==> config.mk <==
export PLATFORM = sky130hd
export DESIGN_NAME = sdu_hex_tx
export DESIGN_NICKNAME = d
export VERILOG_FILES = /design/src/rtl/sdu_pkg.sv /design/src/rtl/sdu_uart_tx_byte.sv /design/src/rtl/sdu_hex_tx.sv
export SDC_FILE = /design/constraint.sdc
export NUM_CORES = 1
export LEC_CHECK = 0
export ABC_CLOCK_PERIOD_IN_PS = 4000
export CORE_ASPECT_RATIO = 1.4
export CORE_MARGIN = 4
export CORE_UTILIZATION = 51
export DETAILED_ROUTE_END_ITERATION = 10
export PLACE_DENSITY = 0.83
export SLEW_MARGIN = 20
export SYNTH_ARGS = -nofsm -noshare
export SYNTH_HDL_FRONTEND = slang
export SYNTH_HIERARCHICAL = 1
export SYNTH_SLANG_ARGS = --single-unit
==> constraint.sdc <==
create_clock -name clk -period 4 [get_ports clk]
set_input_delay 0.8 -clock clk [delete_from_list [all_inputs] [get_ports clk]]
set_output_delay 0.8 -clock clk [all_outputs]
set_load 0.05 [all_outputs]
==> src/rtl/sdu_pkg.sv <==
// Shared types and ASCII helpers for the hex-over-UART transmitter.
package sdu_pkg;

    typedef enum logic [1:0] {
        IDLE,
        START_BIT,
        DATA_BITS,
        STOP_BIT
    } tx_state_e;

    localparam logic [7:0] ASCII_0  = 8'h30;
    localparam logic [7:0] ASCII_A  = 8'h41;
    localparam logic [7:0] ASCII_CR = 8'h0D;
    localparam logic [7:0] ASCII_LF = 8'h0A;

    localparam int CHARS_HEX = 8;
    localparam int CHARS_NL  = 10;

    function automatic logic [7:0] nib2ascii(input logic [3:0] n);
        if (n < 4'd10) return ASCII_0 + {4'b0000, n};
        else           return ASCII_A + {4'b0000, n} - 8'd10;
    endfunction

endpackage

==> src/rtl/sdu_uart_tx_byte.sv <==
// 8N1 byte serializer. Ready is also raised in the final stop-bit cycle so a
// waiting byte starts on the very next cycle with no idle gap.
module sdu_uart_tx_byte
    import sdu_pkg::*;
#(
    parameter int BAUD_DIV = 10417
) (
    input  logic       clk,
    input  logic       rstn,
    input  logic       i_valid,
    input  logic [7:0] i_byte,
    output logic       o_ready,
    output logic       o_txd
);

    localparam int CNT_W = $clog2(BAUD_DIV);
    localparam logic [CNT_W-1:0] CNT_MAX = CNT_W'(BAUD_DIV - 1);

    tx_state_e        r_state, w_state_n;
    logic [CNT_W-1:0] r_cnt, w_cnt_n;
    logic [2:0]       r_bit, w_bit_n;
    logic [7:0]       r_shift, w_shift_n;
    logic             r_txd, w_txd_n;
    logic             w_bit_end;

    assign w_bit_end = (r_cnt == CNT_MAX);
    assign o_txd     = r_txd;

    always_ff @(posedge clk or negedge rstn) begin
        if (!rstn) begin
            r_state <= IDLE;
            r_cnt   <= '0;
            r_bit   <= '0;
            r_shift <= '0;
            r_txd   <= 1'b1;
        end else begin
            r_state <= w_state_n;
            r_cnt   <= w_cnt_n;
            r_bit   <= w_bit_n;
            r_shift <= w_shift_n;
            r_txd   <= w_txd_n;
        end
    end

    always_comb begin
        w_state_n = r_state;
        w_cnt_n   = w_bit_end ? '0 : r_cnt + 1'b1;
        w_bit_n   = r_bit;
        w_shift_n = r_shift;
        w_txd_n   = r_txd;
        o_ready   = 1'b0;
        case (r_state)
            IDLE: begin
                o_ready = 1'b1;
                w_cnt_n = '0;
                w_txd_n = 1'b1;
                if (i_valid) begin
                    w_shift_n = i_byte;
                    w_txd_n   = 1'b0;
                    w_state_n = START_BIT;
                end
            end
            START_BIT: begin
                if (w_bit_end) begin
                    w_txd_n   = r_shift[0];
                    w_shift_n = r_shift >> 1;
                    w_bit_n   = '0;
                    w_state_n = DATA_BITS;
                end
            end
            DATA_BITS: begin
                if (w_bit_end) begin
                    if (r_bit == 3'd7) begin
                        w_txd_n   = 1'b1;
                        w_state_n = STOP_BIT;
                    end else begin
                        w_txd_n   = r_shift[0];
                        w_shift_n = r_shift >> 1;
                        w_bit_n   = r_bit + 3'd1;
                    end
                end
            end
            STOP_BIT: begin
                o_ready = w_bit_end;
                if (w_bit_end) begin
                    if (i_valid) begin
                        w_shift_n = i_byte;
                        w_txd_n   = 1'b0;
                        w_state_n = START_BIT;
                    end else begin
                        w_state_n = IDLE;
                    end
                end
            end
            default: w_state_n = IDLE;
        endcase
    end

endmodule

==> src/rtl/sdu_hex_tx.sv <==
// Prints a 32-bit word as 8 uppercase hex characters (optionally + CR LF)
// over an 8N1 UART, feeding characters back-to-back into the byte serializer.
module sdu_hex_tx
    import sdu_pkg::*;
#(
    parameter int BAUD_DIV = 10417
) (
    input  logic        clk,
    input  logic        rstn,
    input  logic        start,
    input  logic [31:0] word,
    input  logic        newline,
    output logic        busy,
    output logic        done,
    output logic        txd
);

    logic [31:0] r_word;
    logic        r_nl;
    logic [3:0]  r_idx;
    logic        r_active;

    logic [3:0]  w_nchars;
    logic [3:0]  w_nib;
    logic [7:0]  w_char;
    logic [7:0]  w_byte;
    logic        w_last;
    logic        w_ready;
    logic        w_done;
    logic        w_accept;
    logic        w_valid;

    // r_idx counts characters already handed to the serializer.
    assign w_nchars = r_nl ? 4'(CHARS_NL) : 4'(CHARS_HEX);
    assign w_last   = r_active && (r_idx == w_nchars);
    // Serializer is in its final stop-bit cycle here, so a new start chains on.
    assign w_done   = w_last && w_ready;
    assign w_accept = start && (!r_active || w_done);
    assign w_valid  = (r_active && !w_last) || w_accept;

    assign w_nib = 4'(r_word >> {3'd7 - r_idx[2:0], 2'b00});

    always_comb begin
        w_char = nib2ascii(w_nib);
        if (r_idx == 4'd8)      w_char = ASCII_CR;
        else if (r_idx == 4'd9) w_char = ASCII_LF;
    end

    assign w_byte = w_accept ? nib2ascii(word[31:28]) : w_char;

    always_ff @(posedge clk or negedge rstn) begin
        if (!rstn) begin
            r_word   <= '0;
            r_nl     <= 1'b0;
            r_idx    <= '0;
            r_active <= 1'b0;
        end else if (w_accept) begin
            r_word   <= word;
            r_nl     <= newline;
            r_idx    <= 4'd1;
            r_active <= 1'b1;
        end else if (w_done) begin
            r_idx    <= '0;
            r_active <= 1'b0;
        end else if (w_valid && w_ready) begin
            r_idx    <= r_idx + 4'd1;
        end
    end

    assign busy = r_active && !w_done;
    assign done = w_done;

    sdu_uart_tx_byte #(
        .BAUD_DIV (BAUD_DIV)
    ) u_tx_byte (
        .clk     (clk),
        .rstn    (rstn),
        .i_valid (w_valid),
        .i_byte  (w_byte),
        .o_ready (w_ready),
        .o_txd   (txd)
    );

endmodule
== Word-level counts from Yosys, hierarchy flattened ==
Index checks and enable logic that the tools add are counted.

* Bits in latches: 0
* Memories: 0
* Bits in writable memories: 0
* Register bits: 66
* Word-level logic and storage cells: 94
* Input bits: 36
* Output and inout port bits: 3
* Bits in read-only memories: 0

* Multipliers: 0
* Magnitude comparators: 2
* Divide/modulo/power cells: 0
* Multiplexer cells: 38
* Shift operators: 1
* Eq/ne operators: 15
* Bitwise logic cells: 0
* Reduce and logical (&&, ||, !) cells: 19
* $add $sub $neg: 10

{| class="wikitable"
|+ Operators with widths
! kind !! count
|-
| $mux W8 || 10
|-
| $pmux W8 S4 || 1
|-
| $shr A32 B5 Y4 || 1
|-
| $mux W14 || 2
|-
| $add A7 B4 Y8 const A || 2
|-
| $sub A8 B4 Y8 const B || 2
|-
| $add A14 B1 Y14 const B || 1
|-
| $add A6 B4 Y7 const A || 2
|-
| $eq A14 B14 Y1 const B || 1
|-
| $mux W2 || 6
|-
| $mux W4 || 3
|-
| $reduce_and A4 Y1 || 3
|-
| $mux W1 || 9
|-
| $mux W3 || 3
|-
| $eq A4 B4 Y1 const B || 2
|-
| $lt A4 B4 Y1 const B || 2
|-
| $ne A2 B1 Y1 const B || 4
|-
| $pmux W2 S4 || 1
|-
| $logic_and A1 B1 Y1 || 6
|-
| $ne A2 B2 Y1 const B || 3
|-
| $pmux W3 S2 || 1
|-
| $reduce_and A5 Y1 || 1
|-
| $add A4 B1 Y4 const B || 1
|-
| $eq A2 B2 Y1 const B || 2
|-
| 12 further kinds || 16
|}

== Longest topological paths before layout ==
* Word-level depth: 11
* Gate-level depth with buffers: 15
* Gate-level depth less buffers: 14

== Modules after synthesis ==
Netlist, hierarchy kept.

{| class="wikitable"
|+ Modules (own cells, without submodules)
! module !! times used !! sequential area each (sq um) !! area an instance (sq um) !! cells each
|-
| sdu_hex_tx || 1 || 950.9 || 2,157.1 || 240
|-
| sdu_uart_tx_byte || 1 || 701.9 || 1,581.5 || 148
|}

== Least setup slack after synthesis ==
Ideal clock, no wire load.

* Kind: reg2reg
* From: register u_tx_byte.r_cnt[0]
* To: register u_tx_byte.r_shift[0]
* Path buffers: 1
* Data arrival time: 3.615 ns
* Path slack: 0.261 ns
* Required time: 3.875 ns
* Stages on the path, launching flop included: 15
* Period minus slack after synthesis: 3.739 ns
* Library setup time: 0.125 ns
* Cells stage by stage: dfrtp_1 -> inv_1 -> ha_1 -> or4b_1 -> nor4_2 -> a21oi_1 -> nor2_1 -> nand2_1 -> o41ai_2 -> nand2_1 -> clkbuf_1 -> nand2_1 -> nor2_1 -> a221oi_4 -> mux2_2

* Longest elaborated chain between the ends: 9
* Elaborated cells between the ends (all ways): 14
* Classes of those cells: 4 x eq/ne; 5 x mux; 5 x reduce/logical

{| class="wikitable"
|+ RTL lines
! what !! RTL line !! text
|-
| from (decl) || sdu_uart_tx_byte.sv:20 || <nowiki>logic [CNT_W-1:0] r_cnt, w_cnt_n;</nowiki>
|-
| from (signal assigned) || sdu_uart_tx_byte.sv:38 || <nowiki>r_cnt <= w_cnt_n;</nowiki>
|-
| $eq A14 B14 Y1 (*) || sdu_uart_tx_byte.sv:26 || <nowiki>assign w_bit_end = (r_cnt == CNT_MAX);</nowiki>
|-
| $pmux W1 S2 (*) || sdu_uart_tx_byte.sv:52 || <nowiki>case (r_state)</nowiki>
|-
| net w_ready || sdu_hex_tx.sv:28 || <nowiki>logic w_ready;</nowiki>
|-
| $logic_and A1 B1 Y1 (*) || sdu_hex_tx.sv:37 || <nowiki>assign w_done = w_last && w_ready;</nowiki>
|-
| $logic_or A1 B1 Y1 (*) || sdu_hex_tx.sv:38 || <nowiki>assign w_accept = start && (!r_active || w_done);</nowiki>
|-
| $logic_and A1 B1 Y1 (*) || sdu_hex_tx.sv:38 ||
|-
| $logic_or A1 B1 Y1 (*) || sdu_hex_tx.sv:39 || <nowiki>assign w_valid = (r_active && !w_last) || w_accept;</nowiki>
|-
| net w_valid || sdu_hex_tx.sv:31 || <nowiki>logic w_valid;</nowiki>
|-
| $mux W8 (*) || sdu_uart_tx_byte.sv:57, sdu_uart_tx_byte.sv:86 ||
|-
| $mux W8 || sdu_uart_tx_byte.sv:85 || <nowiki>if (w_bit_end) begin</nowiki>
|-
| $pmux W8 S4 (*) || sdu_uart_tx_byte.sv:52 ||
|-
| to (signal assigned) || sdu_uart_tx_byte.sv:40 || <nowiki>r_shift <= w_shift_n;</nowiki>
|-
| to (decl) || sdu_uart_tx_byte.sv:22 || <nowiki>logic [7:0] r_shift, w_shift_n;</nowiki>
|}

Mark *: on every way through the listed nets, which the timed path passes. The rest lies on a longest branch. The select of a mux whose other input is x is not followed.
A chain may end at the register's enable or synchronous reset.

== Worst setup path after layout ==
* From: register u_tx_byte.r_cnt[0]
* To: output port busy

* Longest elaborated chain between the ends: 5

{| class="wikitable"
|+ RTL lines
! what !! RTL line !! text
|-
| $eq A14 B14 Y1 || sdu_uart_tx_byte.sv:26 ||
|-
| $pmux W1 S2 || sdu_uart_tx_byte.sv:52 ||
|-
| net w_ready || sdu_hex_tx.sv:28 ||
|-
| $logic_and A1 B1 Y1 || sdu_hex_tx.sv:37 ||
|-
| $logic_not A1 Y1 || sdu_hex_tx.sv:70 || <nowiki>assign busy = r_active && !w_done;</nowiki>
|-
| $logic_and A1 B1 Y1 || sdu_hex_tx.sv:70 ||
|-
| to (decl) || sdu_hex_tx.sv:13 || <nowiki>output logic busy,</nowiki>
|}

The timed path passes the listed nets, and every way through them passes these cells.

==> results.py <==
metrics = {
    "setup_path": {
        "cp-end-kind": "primary output",
        "cp-startpoint": "u_tx_byte/r_cnt[0]$_DFF_PN0_",
        "worst-path-max-fanout": 5,
        "crit_required_ps": 3200,
        "r2r-start": "u_tx_byte/r_cnt[0]$_DFF_PN0_",
        "start_kind": "flop",
        "worstRegToRegCells": 14,
        "critical_path_class": "flop to primary output",
        "endpoint": "busy",
        "reg2reg_slack_ps": 350,
        "cp_data_arrival_time_ps": 2970,
        "timing.rr.end": "u_tx_byte/r_shift[0]$_DFFE_PN0P_",
    },
    "yosys": {
        "ys_async_sr_fraction_pct": 100,
        "ys.flop_type": "dfrtp_1",
        "netlist_top_cells_area": "dfrtp_1 (44%), nand2_1 (11%), mux2_2 (5.4%), mux4_1 (4.9%), ha_1 (4.7%)",
        "synth_seq_cells": 66,
        "synth_edf_count": 0,
        "yosysTopAreaCellShare_pct": 43.5,
        "ys_top_cells_by_count": "nand2_1 (109), dfrtp_1 (65), nor2_1 (31), mux2_2 (18)",
        "netlist-cell-type-count": 54,
        "synth_area_leader_cell": "dfrtp_1",
        "yosysSeqAreaShare_pct": 44.2,
        "synth_area_um2": 3740,
        "yosysMostFrequentCell": "nand2_1",
        "yosysWarnings": 6,
        "syn_inst": 388,
        "syn_area_per_cell_um2": 9.64,
        "syn_nets": 438,
    },
    "worst_hold_path": {
        "timing.hold.worst_path_depth": 2,
        "min_path_type": "flop to flop",
    },
    "global_routing": {
        "antenna_found_initial": 0,
        "grt_pass1_vias": 2935,
        "grt_first_pass_wirelength_mm": 13.2,
        "track_usage_pct": 19.6,
        "grt_max_degree": 42,
        "grt_overflow": 0,
    },
    "clock_network": {
        "root_buffer": "clkbuf_8",
        "postCtsSetupBuffers": 0,
        "clkTransAtPathRegs_ps": 70,
        "clock_sinks": 66,
        "tritoncts": "yes",
        "htree_levels": 3,
        "clkLatencyLatePin_ps": 350,
        "postCtsHoldBufs": 0,
        "clk_path_buf_depth": 2,
        "cts_resized": 0,
        "numCtsBuffers": 9,
    },
    "floorplan": {
        "dieHeight_um": 109,
        "fp.coreArea_um2": 7070,
        "io_pins": 39,
        "die_w_um": 80.4,
        "rows": 36,
        "die_area_um2": 8780,
        "start_util_pct": 52.9,
    },
    "place": {
        "io_buffers": 38,
        "placed_area_um2": 4190,
        "placed_cells": 512,
        "hpwl_mm": 5.66,
        "place_congestion": 0.905,
    },
    "timing": {
        "finalHoldViolCount": 0,
        "holdWs_ps": 474,
        "fin_crit_sh_pct": 94.2,
        "finalSetupTns_ps": 0,
        "finalMaxSlewViolations": 0,
        "clock_skew_ps": 12.2,
        "slew_headroom_pct": 41.8,
        "fin_crit_ps": 3770,
        "setup_viol": 0,
        "worst_pin_slew_ps": 873,
        "rsz0062_at_grt": "no",
        "fmax_ghz": 0.265,
    },
    "layout": {
        "drive_gt1_share_pct": 12.0,
        "diodes": 0,
        "stdcell_area_um2": 4430,
        "final_util_pct": 62.7,
        "fin_nets": 478,
        "fin_cells": 527,
        "area_delta_synth_final_pct": 18.6,
    },
    "routing": {
        "detail_route.wl_per_cell_um": 14.7,
        "firstDrtPassIters": 4,
        "num_vias": 2904,
        "ant_nets": 0,
        "drt_iter0_markers": 216,
        "drcViolationCount": 0,
        "routed_wl_mm": 7.77,
        "routed_via_density": 5.51,
    },
    "job": {
        "maxCapViolCount": 0,
    },
    "power_and_ir_drop": {
        "leakagePower_nw": 2.17,
        "peakVddDrop_mv": 0.245,
        "power_per_cell_area_nw_per_um2": 317,
    },
    "outcome": {
        "status": "complete, no violations",
    },
}
==> critical path, stage by stage, from the launching register on <==
cell and delay [ps]:
dfrtp_1 420, inv_1 80, ha_1 140, or4b_1 480, nor4_2 370, a21oi_1 110
nor2_1 170, nand2_1 150, o41ai_2 420, inv_1 90, buf_4 210
==> layout by cell type (no fill, tap or decap), types with 2 or more instances in the layout <==
| cell type | netlist | routed |
|---|---|---|
| a22oi_1 | 2 | 2 |
| o22ai_1 | 3 | 3 |
| and4_1 | 2 | 2 |
| a221o_1 | 2 | 2 |
| nand2_1 | 109 | 109 |
| a211oi_1 | 2 | 2 |
| nor3_1 | 6 | 6 |
| a21oi_1 | 9 | 9 |
| xnor2_1 | 7 | 7 |
| clkbuf_8 | 0 | 10 |
| nand2b_1 | 3 | 3 |
| mux2i_1 | 4 | 4 |
| nand3_1 | 6 | 6 |
| or4b_1 | 3 | 3 |
| nor2_1 | 31 | 31 |
| nor2b_1 | 3 | 3 |
| bufinv_16 | 0 | 3 |
| a31oi_1 | 3 | 3 |
| buf_4 | 0 | 9 |
| ha_1 | 14 | 14 |
| and3_1 | 6 | 6 |
| mux4_1 | 7 | 7 |
| a22o_1 | 2 | 2 |
| xor2_1 | 8 | 8 |
| nand3b_1 | 2 | 2 |
| mux2_2 | 18 | 18 |
| clkdlybuf4s50_1 | 0 | 35 |
| nand4_1 | 5 | 5 |
| o21ai_0 | 10 | 10 |
| inv_1 | 14 | 14 |
| nor4b_1 | 2 | 2 |
| dfrtp_1 | 65 | 65 |
| nor3b_1 | 2 | 2 |
| or3_1 | 2 | 2 |
==> where the power goes <==
| group | internal [mW] | switching (mW) |
|---|---|---|
| logic | 0.0341 | 0.0247 |
| registers | 0.668 | 0.000251 |
| clock network | 0.426 | 0.252 |
==> through the flow <==
| stage | total power, mW | worst slack [ps] |
|---|---|---|
| after global placement | 0.739 | 545 |
| after floorplan | 0.688 | 261 |
| after global routing | 1.45 | 11.7 |
| after CTS | 1.42 | 224 |
| after detailed placement | 0.740 | 373 |
| final | 1.40 | 233 |
==> worst min-delay path by stage <==
stage	start	slack (ps)	endpoint
CTS	r_word[20]$_DFFE_PN0P_	480	r_word[20]$_DFFE_PN0P_
detailed placement	r_word[24]$_DFFE_PN0P_	460	r_word[24]$_DFFE_PN0P_
global route	r_word[1]$_DFFE_PN0P_	500	r_word[1]$_DFFE_PN0P_
global placement	r_word[9]$_DFFE_PN0P_	450	r_word[9]$_DFFE_PN0P_
floorplan	r_word[17]$_DFFE_PN0P_	440	r_word[17]$_DFFE_PN0P_
finish	r_word[1]$_DFFE_PN0P_	470	r_word[1]$_DFFE_PN0P_
==> routing by layer <==
metal	vias up	share of wire [%]	GRT usage (%)
met3	14	4.2	4.02
met4	0	2.0	10.4
met1	1407	42	23.1
met2	68	52	33.3
met5	-	0	0
li1	1415	-	-
==> registers in the layout (all words and copies together), names as in the netlist <==
| signal | cells |
|---|---|
| r_word | 32 |
| u_tx_byte/r_cnt | 14 |
| u_tx_byte/r_shift | 8 |
| r_idx | 4 |
| u_tx_byte/r_bit | 3 |
| u_tx_byte/r_state | 2 |
| r_active | 1 |
| r_nl | 1 |
| u_tx_byte/o_txd | 1 |
==> cells by family (layout without fill, tap and decap cells) <==
family / Yosys count / in the layout / synth area share [%]
mux: 31 / 31 / 12.6
xor+xnor: 15 / 15 / 3.51
flops: 66 / 66 / 44.2
compound gates: 43 / 43 / 8.33
simple gates: 187 / 187 / 22.7
other cells: 1 / 1 / 0.100
buf+inv: 31 / 75 / 3.82
fa+ha+maj: 14 / 14 / 4.69
==> cell type report <==
| cell class | instances | area, um2 |
|---|---|---|
| fill | 605 | 2640 |
| multi-input combinational | 291 | 1940 |
| sequential | 66 | 1650 |
| timing repair buffer | 45 | 423 |
| clock buffer | 10 | 138 |
| tap | 95 | 119 |
| clock inverter | 5 | 103 |
| inverter | 15 | 56.3 |
No activity file was read; power rests on OpenSTA's default activity.
==> edit 1, RTL diff (same settings) <==
Re-encode `tx_state_e` (4 states) as one-hot, 4 bits wide.
--- a/src/rtl/sdu_pkg.sv
+++ b/src/rtl/sdu_pkg.sv
@@ -1,11 +1,11 @@
 // Shared types and ASCII helpers for the hex-over-UART transmitter.
 package sdu_pkg;
 
-    typedef enum logic [1:0] {
-        IDLE,
-        START_BIT,
-        DATA_BITS,
-        STOP_BIT
+    typedef enum logic [3:0] {
+        IDLE      = 4'b0001,
+        START_BIT = 4'b0010,
+        DATA_BITS = 4'b0100,
+        STOP_BIT  = 4'b1000
     } tx_state_e;
 
     localparam logic [7:0] ASCII_0  = 8'h30;
Behaviour: same outputs for any inputs over 10 cycles, from zero or initial values and one cycle with rstn low; not proved beyond that.
==> edit 1 against the original RTL <==
- utilization decreased by 1.2 points
- synthesized cell count increased by 12%
- sequential power increased by 3.0%
- via count increased by 13%
- clock power about the same
- worst setup slack got worse by 68 ps
- wire length increased by 19%
- power increased by 1.5%
- sequential cell count increased by 2
- critical path type unchanged
- clock skew decreased by 0.83 ps
- area after synthesis increased by 10%
- cell area increased by 8.2%
- maximum frequency decreased by 1.8%
==> edit 1: results (changes against the original RTL) <==
status:
  status: "complete, no violations"
routing:
  drtIter0Drc: 218  # +0.93%
  highest_layer: "met4"
  drt-met1-wl_um: 3810  # +18%
  dr_wl_met2_um: 4820  # +19%
  routedWlPerCell_um: 16.1  # +9.5%
  via_per_inst: 5.74  # +4.2%
  wl_met3_um: 351  # +7.0%
final_layout:
  seq_area_frac: 0.355  # -0.0177
  multi_input_area_mm2: 0.00223  # +15%
  multi_input_area_share: 0.465  # +0.0271
  buf_share: 0.0912  # -0.00413
  clkCellAreaFrac: 0.0498  # -0.00438
  syn_to_final_growth_pct: 16.4
  final_net_count: 511  # +6.9%
  nonClockInverterCount: 16  # +1
  nMultiInputCombCells: 327  # +12%
  finalNonFillerCells: 571  # +8.3%
synthesis:
  synth-adder-area-share: 0.0273  # -0.0195
  synth_compound_area_frac: 0.118  # +0.0344
  yosys-top-cells-count: "nand2_1, dfrtp_1, nor2_1"
  synth.distinct_cells: 66  # +22%
  synth-xor-area-share: 0.0340  # -0.00116
  postSynthAreaPerCell_um2: 9.46  # -1.8%
  ys.warnings.count: 6  # unchanged
  yosys-top-cells-area: "dfrtp_1, nand2_1, mux4_2, ha_1, mux2_2"
  synth_mux_area_frac: 0.124  # -0.00208
  ys_seq_area_frac: 0.413  # -0.0289
  synthesis.nets: 481  # +9.8%
grt:
  grt_max_degree: 47  # +12%
  met1_usage: 0.241  # +0.0104
  grtUsageMet3: 0.0418  # +0.00159
  grt_pass1_wl_um: 15300  # +16%
  track_usage: 0.201  # +0.00573
  first_global_vias: 3227  # +9.9%
  use_met2: 0.348  # +0.0154
worst_setup_path:
  critical-path-slowest-cell: "clkdlybuf4s50_1"
  timing.rr.end: "u_tx_byte/r_shift[4]"
  max_stage_delay_ps: 810  # +330 ps
  r2r_setup_slack_ps: 330  # -20 ps
  crit_family: "simple AND/OR/NAND/NOR gates"
  crit_arrival_ps: 3040  # +70 ps
  r2r.worst_path.cells: 15  # +1
placed_design:
  place_inst: 554  # +8.2%
  pre_cts_ws_ps: 304  # -69.3 ps
  dpl-instance-area_mm2: 0.00454  # +8.1%
  dp_hpwl_um: 6550  # +16%
  gp_congestion: 0.935  # +3.3%
sta:
  fin_crit_sh: 0.959  # +0.0171
  holdWs_ps: 435  # -38.5 ps
  worst_slew_pin_slew_ps: 957  # +84.0 ps
  clock_skew_ps: 11.4  # -0.825 ps
power:
  p_seq_uw: 688  # +3.0%
  irDropWorstVdd_mv: 0.245  # about the same
  leakage_nw: 2.20  # +1.6%
  p_int_mw: 1.13  # +0.47%
  p_switching_uw: 292  # +5.6%
  clockPowerShare: 0.475  # -0.008
hold_path:
  hold_path_class: "input port to asynchronous set/reset pin"
cts:
  cts_sinks: 68  # +3.0%
[edit 1: cell types whose count changed after synthesis, moves of 4 or more]
cell      unedited run  this run
mux2_2              18        10
mux2_4               0         7
nand2_1            109       116
o21ai_1              0         7
and3_1               6         0
clkbuf_1             8        13
ha_1                14         9
mux4_1               7         2
mux4_2               1         6
a22o_1               2         6
nand2b_1             3         7
nor2_1              31        27
[edit 1: worst max-delay path by stage]
stage / start / to / cells after the start
floorplan: u_tx_byte/r_cnt[0] / u_tx_byte/r_shift[0] / 17
global placement: u_tx_byte/r_cnt[0] / u_tx_byte/r_shift[5] / 14
detailed placement: u_tx_byte/r_cnt[0] / u_tx_byte/r_shift[1] / 14
CTS: u_tx_byte/r_cnt[0] / busy / 10
global route: u_tx_byte/r_cnt[0] / done / 9
finish: u_tx_byte/r_cnt[0] / done / 9
[edit 1: repair_timing]
item                                    4_1_cts  5_1_grt
hold buffers                                  0        0
endpoints found under the setup margin        0        8
setup buffers                                 0        1
resized for setup                             0        1
==> edit 2, RTL diff (same flow settings) <==
Made on the original files. `BAUD_DIV` is set to 10417 in 2 places; all go to 5208.
--- a/src/rtl/sdu_uart_tx_byte.sv
+++ b/src/rtl/sdu_uart_tx_byte.sv
@@ -3,7 +3,7 @@
 module sdu_uart_tx_byte
     import sdu_pkg::*;
 #(
-    parameter int BAUD_DIV = 10417
+    parameter int BAUD_DIV = 5208
 ) (
     input  logic       clk,
     input  logic       rstn,
--- a/src/rtl/sdu_hex_tx.sv
+++ b/src/rtl/sdu_hex_tx.sv
@@ -3,7 +3,7 @@
 module sdu_hex_tx
     import sdu_pkg::*;
 #(
-    parameter int BAUD_DIV = 10417
+    parameter int BAUD_DIV = 5208
 ) (
     input  logic        clk,
     input  logic        rstn,
Check against the original RTL: same outputs for any inputs over 10 cycles, from zero or initial values and one cycle with rstn low; that may be too few to reach the edited logic, so the function may still have changed.
==> edit 2 against the original RTL <==
- worst setup slack improved by 37 ps
- area after synthesis fell by 1.8%
- wire length fell by 5.3%
- critical path depth fell by 1
- sequential cell count fell by 1
- sequential share of layout area rose by 0.45 points
- synthesized cell count fell by 0.77%
- first-iteration DRC count fell by 57%
- cell area fell by 2.7%
- clock power fell by 7.1%
- cell count fell by 1.3%
- clock skew fell by 3.6 ps
- via count fell by 3.9%
- power rose by 1.0%
==> edit 2: results (changes against the original RTL) <==
worst_setup_path:
  endpoint: "busy"
  crit_fanout: 5  # unchanged
  critical-path-slowest-cell: "dlygate4sd2_1"
  r2r_setup_slack_ps: 580  # +230 ps
  max_stage_delay_ps: 450  # -30 ps
  r2r.worst_path.cells: 12  # -2
  start_kind: "flip-flop"
  crit_arrival_ps: 2930  # -40 ps
  timing.rr.end: "u_tx_byte/r_shift[3]"
placed_design:
  dpl-instance-area_mm2: 0.00409  # -2.6%
  dp_hpwl_um: 5410  # -4.6%
  pre_cts_ws_ps: 375  # +1.67 ps
  gp_congestion: 0.892  # -1.4%
  place_inst: 504  # -1.6%
routing:
  highest_layer: "met4"
  wl_met3_um: 314  # -4.3%
  dr_wl_met2_um: 3910  # -3.5%
  via_count: 2792  # -3.9%
  drt-met1-wl_um: 2920  # -9.7%
  routedWlPerCell_um: 14.1  # -4.1%
  drtIter0Drc: 92  # -57%
  via_per_inst: 5.37  # -2.6%
cts:
  clk_path_buf_depth: 2  # unchanged
  cts-htree-levels: 3  # unchanged
  cts_made_buffers: 9  # unchanged
  postCtsResizedCells: 1  # +1
final_layout:
  fill_cells: 564  # -6.8%
  layout-drive-gt1-share: 0.120  # -0.000370
  final_net_count: 469  # -1.9%
  largestRegisters: "r_word x32, u_tx_byte/r_cnt x13, u_tx_byte/r_shift x8"
synthesis:
  synthArstFlopShare: 1.00  # unchanged
  synth.distinct_cells: 58  # +7.4%
  yosys-top-cells-count: "nand2_1, dfrtp_1, nor2_1"
  ys_seq_area_frac: 0.443  # +0.00117
  ys.warnings.count: 6  # unchanged
  synth_cells: 385  # -0.77%
  synthesis.nets: 434  # -0.91%
  yosys-top-cells-area: "dfrtp_1, nand2_1, mux2_2, ha_1, mux4_1"
grt:
  grt_max_degree: 43  # +2.4%
  track_usage: 0.186  # -0.00993
  first_global_vias: 2910  # -0.85%
  grt_pass1_wl_um: 12600  # -4.4%
power:
  switching_share: 0.213  # +0.0160
  irDropWorstVdd_mv: 0.268  # +9.2%
  leakage_nw: 2.05  # -5.3%
sta:
  clock_skew_ps: 8.65  # -3.59 ps
  holdWs_ps: 467  # -7.10 ps
  slew_headroom: 0.386  # -0.0319
  max_freq_mhz: 268  # +1.0%
hold_path:
  holdPathEnd: "r_word[8]"
  holdCritStartpoint: "r_word[8]"
status:
  status: "complete, no violations"
edit 2: cell count changes in the layout (fill, tap and decap cells not counted), sizes merged, moves of 3 or more:
cell / change
xor2: -4
nand3: +7
xnor2: +3
o21ai: +3
buf: -6
or4b: -4
edit 2: power by group through the flow:
| stage | logic, mW | clock network [mW] | registers, mW |
|---|---|---|---|
| 5_1_grt | 0.115 | 0.674 | 0.688 |
| 6_report | 0.102 | 0.630 | 0.687 |
| 3_3_place_gp | 0.101 | 0 | 0.698 |
| 4_1_cts | 0.104 | 0.645 | 0.687 |
| 3_5_place_dp | 0.103 | 0 | 0.699 |
| 2_1_floorplan | 0.0454 | 0 | 0.696 |
edit 2: cells by family after synthesis:
| family | Yosys count | synth area share |
|---|---|---|
| AO/OA/AOI/OAI | 46 | 0.0937 |
| XOR/XNOR | 14 | 0.0334 |
| flip-flops | 65 | 0.443 |
| AND/OR/NAND/NOR | 183 | 0.217 |
| other | 1 | 0.00102 |
| buffers and inverters | 33 | 0.0446 |
| adder cells (fa/ha/maj) | 13 | 0.0443 |
| multiplexers | 30 | 0.123 |
edit 2: layout make-up:
cell class | instances | area [µm²] | share of cell area
Multi-Input combinational cell | 287 | 1880 | 0.436
Sequential cell | 65 | 1630 | 0.377
Timing Repair Buffer | 41 | 399 | 0.0925
Clock buffer | 11 | 151 | 0.0351
Tap cell | 95 | 119 | 0.0275
Clock inverter | 5 | 77.6 | 0.0180
Inverter | 16 | 60.1 | 0.0139
edit 2: routing by layer:
| layer | vias to the layer above | GRT usage |
|---|---|---|
| met4 | 0 | 0.0823 |
| met5 | - | 0 |
| li1 | 1383 | - |
| met3 | 20 | 0.0492 |
| met1 | 1331 | 0.203 |
| met2 | 58 | 0.333 |
